<file path="src/rtl/ext_mem_resp_pipe.sv">
// Read-response delay line: LATENCY stages of {valid, tag, data}.
// The last stage drives the response outputs directly, so they are registered.
module ext_mem_resp_pipe #(
    parameter int LATENCY   = 1,
    parameter int DATA_BITS = 128,
    parameter int TAG_BITS  = 5
) (
    input  logic                 clk,
    input  logic                 reset,
    input  logic                 in_valid,
    input  logic [TAG_BITS-1:0]  in_tag,
    input  logic [DATA_BITS-1:0] in_data,
    output logic                 out_valid,
    output logic [TAG_BITS-1:0]  out_tag,
    output logic [DATA_BITS-1:0] out_data
);

    logic                 valid_sr [LATENCY];
    logic [TAG_BITS-1:0]  tag_sr   [LATENCY];
    logic [DATA_BITS-1:0] data_sr  [LATENCY];

    // Shift one stage per cycle; a reset flushes every in-flight response.
    always_ff @(posedge clk) begin
        if (!reset) begin
            for (int i = 0; i < LATENCY; i++) begin
                valid_sr[i] <= 1'b0;
                tag_sr[i]   <= '0;
                data_sr[i]  <= '0;
            end
        end else begin
            valid_sr[0] <= in_valid;
            tag_sr[0]   <= in_tag;
            data_sr[0]  <= in_data;
            for (int i = 1; i < LATENCY; i++) begin
                valid_sr[i] <= valid_sr[i-1];
                tag_sr[i]   <= tag_sr[i-1];
                data_sr[i]  <= data_sr[i-1];
            end
        end
    end

    assign out_valid = valid_sr[LATENCY-1];
    assign out_tag   = tag_sr[LATENCY-1];
    assign out_data  = data_sr[LATENCY-1];

endmodule

</file>
<file path="config.mk">
export PLATFORM = sky130hd
export DESIGN_NAME = ext_mem_resp_pipe
export DESIGN_NICKNAME = d
export VERILOG_FILES = /design/src/rtl/ext_mem_resp_pipe.sv
export SDC_FILE = /design/constraint.sdc
export NUM_CORES = 1
export LEC_CHECK = 0
export BUFFER_PORTS_ARGS = -buffer_cell sky130_fd_sc_hd__buf_2
export CORE_AREA = 2 2 106 108
export DETAILED_ROUTE_END_ITERATION = 12
export DIE_AREA = 0 0 108 110
export GPL_ROUTABILITY_DRIVEN = 0
export MAX_ROUTING_LAYER = met4
export PLACE_DENSITY = 0.7
export SYNTH_ARGS = -nofsm -noshare
export SYNTH_HDL_FRONTEND = slang
export SYNTH_SLANG_ARGS = --single-unit
</file>
<file path="constraint.sdc">
create_clock -name clk -period 0.8 [get_ports clk]
set_input_delay 0.16 -clock clk [delete_from_list [all_inputs] [get_ports clk]]
set_output_delay 0.16 -clock clk [all_outputs]
set_load 0.05 [all_outputs]
</file>
# Word-level counts from Yosys, hierarchy flattened

Memories as Yosys holds them, arrays and structs flattened.
Cells that the tools add are included.

Bits in registers: 0
Memory bits (writable): 134
Bits of input ports: 136
Output and inout port bits: 134
Logic and storage cells: 14
Memories kept: 3

Multiplexer cells: 8
Reduce and logical (&&, ||, !) cells: 3

Memories:

| memory   | words | bits a word | read ports | clocked after memory_dff | write ports | line | source |
|---|---|---|---|---|---|---|---|
| data_sr  | 1     | 128         | 1          | 0                        | 1           | 20   | `logic [DATA_BITS-1:0] data_sr [LATENCY];` |
| tag_sr   | 1     | 5           | 1          | 0                        | 1           | 19   | `logic [TAG_BITS-1:0] tag_sr [LATENCY];` |
| valid_sr | 1     | 1           | 1          | 0                        | 1           | 18   | `logic valid_sr [LATENCY];` |

Operators by type and width:

| operator          | count |
|---|---|
| $mux 128          | 1 |
| $reduce_or 128->1 | 1 |
| $mux 1            | 6 |
| $mux 5            | 1 |
| $reduce_or 5->1   | 1 |
| $reduce_or 1->1   | 1 |

# Depth between registers and ports, before layout

Depth after elaboration: 3
Mapped depth: 3
Mapped depth without buffers: 1

# Least setup slack after synthesis

OpenSTA, ideal clock, no wires.

Path kind: register to output
Start: mem data_sr[0][0]
End: out out_data[0]
Arrival: 0.587 ns
Required time: 0.640 ns
Setup slack: 0.053 ns
Cell stages (with the launch flop): 1
Path through: dfxtp_1

Cells in the longest elaborated chain, start to end: 1

Ends and longest elaborated chain:

| what            | line | source |
|---|---|---|
| start, declared | 20   |  |
| $mem_v2 1x128   | --   |  |
| end, declared   | 15   | `output logic [DATA_BITS-1:0] out_data` |

Every way passes these cells.

# Worst setup path after layout

Start: mem data_sr[0][14]
End: out out_data[14]

Same word-level chain as after synthesis.

==> impl_metrics.env <==
export IMPL_status="finished, violations left"
export IMPL_violations="setup timing"
export IMPL_slowest_delay_ps=350
export IMPL_ys_ff_latch=134
export IMPL_synth_cell_area_mm2=0.00363
export IMPL_cts_setup_buffers=0
export IMPL_dp_cells=679
export IMPL_rsz0062_at_grt="yes"
export IMPL_fillCellCount=560
export IMPL_cp_end_kind="primary output"
export IMPL_setup_slack_ps=-378
export IMPL_drive_gt1_share_pct=61.6
export IMPL_pwr_share_seq_pct=39.8
export IMPL_wl_met2_mm=8.10
export IMPL_ys_warn_count=0
export IMPL_synthDistinctLibCells=4
export IMPL_rows=38
export IMPL_clkSlewWorstSetupHoldPaths_ps=70
export IMPL_multi_input_area_um2=838
export IMPL_drc=0
export IMPL_cts_root_buf="clkbuf_8"
export IMPL_drt_pass1_iter_count=4
export IMPL_synth_top_cells_by_area="dfxtp_1 (74%), and2_1 (23%), buf_6 (2.2%)"
export IMPL_cts_tree="built"
export IMPL_coreArea_mm2=0.0107
export IMPL_cts_buffers_inserted=17
export IMPL_syn_num_nets=418
export IMPL_slew_headroom_pct=81.3
export IMPL_pre_cts_ws_ps=14.9
export IMPL_tightest_slew_ps=281
export IMPL_htree_levels=4
export IMPL_diodes=0
export IMPL_finalHoldViolations=0
export IMPL_final_util_pct=78.9
export IMPL_dieWidth_um=108
export IMPL_maxUsedRoutingLayer="met4"
export IMPL_drv_slew=0
export IMPL_grt_pass1_wl_mm=20.7
export IMPL_start_util_pct=34.0
export IMPL_dpl_hpwl_mm=6.43
export IMPL_wl_met1_mm=5.27
export IMPL_crit_chain="buf_8"
export IMPL_critPathArrivalTime_ps=1020
export IMPL_synth_area_per_cell_um2=12.9
export IMPL_power_frac_comb_pct=19.4
export IMPL_cts_sinks=134
export IMPL_internal_power_w=0.0136
export IMPL_nets=828
export IMPL_p_per_area_mw_per_mm2=2200
export IMPL_instances_no_fill=844
export IMPL_grt_ovfl_total=0
export IMPL_boundaryPins=270
export IMPL_first_global_vias=3948
export IMPL_p_switching_w=0.00494
export IMPL_drt_first_iter_violations=126
export IMPL_vias=3566
export IMPL_grt_start_max_net_pins=71
export IMPL_fin_crit_sh_pct=147
export IMPL_cp_start_kind="flop"
export IMPL_avgViaCountPerCell=4.23
export IMPL_p_leak_nw=3.85
export IMPL_syn_to_final_growth_pct=132
export IMPL_synth_yosys_seq_area_share_pct=73.8
export IMPL_postSynthCellCount=282
export IMPL_dieArea_mm2=0.0119
export IMPL_hold_slack_ps=161
export IMPL_clockPowerShare_pct=40.8
export IMPL_track_usage_pct=24.4
export IMPL_setup_viol=134
export IMPL_max_vdd_ir_drop_mv=1.29
export IMPL_crit_slowest_cell="dfxtp_2"
export IMPL_postRouteAntennaNets=0
export IMPL_worstPathRequired_ps=640
export IMPL_die_h_um=110
export IMPL_fin_crit_ps=1180
export IMPL_wirelength_mm=15.2
export IMPL_fmaxAchievable_mhz=849
export IMPL_placement_io_buffers=269
export IMPL_yosys_area_top_type="dfxtp_1"
export IMPL_grt_antenna_before_repair=0
export IMPL_hold_class="input port to flop"
export IMPL_critPathKind="flop to primary output"
export IMPL_avgRoutedWirePerCell_um=18.0
export IMPL_yosys_area_top_type_share_pct=73.8
export IMPL_cap_viol_max_count=0
export IMPL_critical_path_top_delay_family="flip-flops"
export IMPL_clock_path_buffers=2
export IMPL_route_met3_wl_mm=1.29
export IMPL_critPathMaxFanout=1
export IMPL_path_buf_inv=1
export IMPL_switching_share_pct=26.7
export IMPL_register_area_mm2=0.00285
[cell usage after synthesis (all sizes together)]
cell	number
and2	134
buf	14
dfxtp	134
[timing repair]
action	in CTS	in global routing
endpoints found under the hold margin	134	0
hold buffers	134	0
cloned	0	0
gates resized for setup	480	37
setup endpoints to repair	134	134
[layer usage]
metal | global-route usage, % | up-vias
li1 | - | 1669
met1 | 24.1 | 1638
met2 | 42.5 | 220
met3 | 8.99 | 39
met4 | 12.5 | 0
met5 | - | -
[flip-flops by register name (all words and copies together) (netlist names)]
register and cells:
valid_sr 1, tag_sr 5, data_sr 128
[placed cells by master (no fill, tap or decap), types with 3 or more instances in the layout]
master           n
and2_1         134
buf_6           19
buf_8          115
dfxtp_2        134
clkinv_2         3
dlygate4sd3_1  134
buf_2          135
clkbuf_16       16
clkinvlp_4       3
clkbuf_8         5
[power groups by stage]
stage	Clock [W]	Sequential [W]	Combinational, W
4_1_cts	0.00761	0.00732	0.00339
3_5_place_dp	0	0.00726	0.00229
6_report	0.00757	0.00737	0.00360
2_1_floorplan	0	0.00855	0.000304
3_3_place_gp	0	0.00725	0.00227
5_1_grt	0.00803	0.00739	0.00372
[stage by stage]
| step | instance area [µm²] | TNS [ps] | total power (W) |
|---|---|---|---|
| CTS | 8300 | -49040 | 0.0183 |
| finish | 8440 | -45830 | 0.0185 |
| detailed placement | 5080 | 0 | 0.00955 |
| global route | 8440 | -51240 | 0.0191 |
| floorplan | 3630 | 0 | 0.00885 |
| global placement | 5080 | 0 | 0.00952 |
[area by class of cell]
cell class | instances | area share [%]
clock buffer | 23 | 5.65
clock inverter | 8 | 1.16
multi-input combinational | 134 | 9.94
sequential | 134 | 33.8
tap | 140 | 2.08
timing repair buffer | 405 | 47.4
[path summary, 6_finish.rpt]
| kind | from | to | cells past startpoint |
|---|---|---|---|
| setup / recovery | data_sr[0][14] | out_data[14] | 1 |
| hold / removal | reset | data_sr[0][24] | 3 |
[kinds of logic after synthesis]
kind of cell	after synthesis	synth area share, %
buffers and inverters	14	3.13
flip-flops	134	73.8
AND/OR/NAND/NOR	134	23.1
Note: power is estimated with default switching activity, not from simulation.
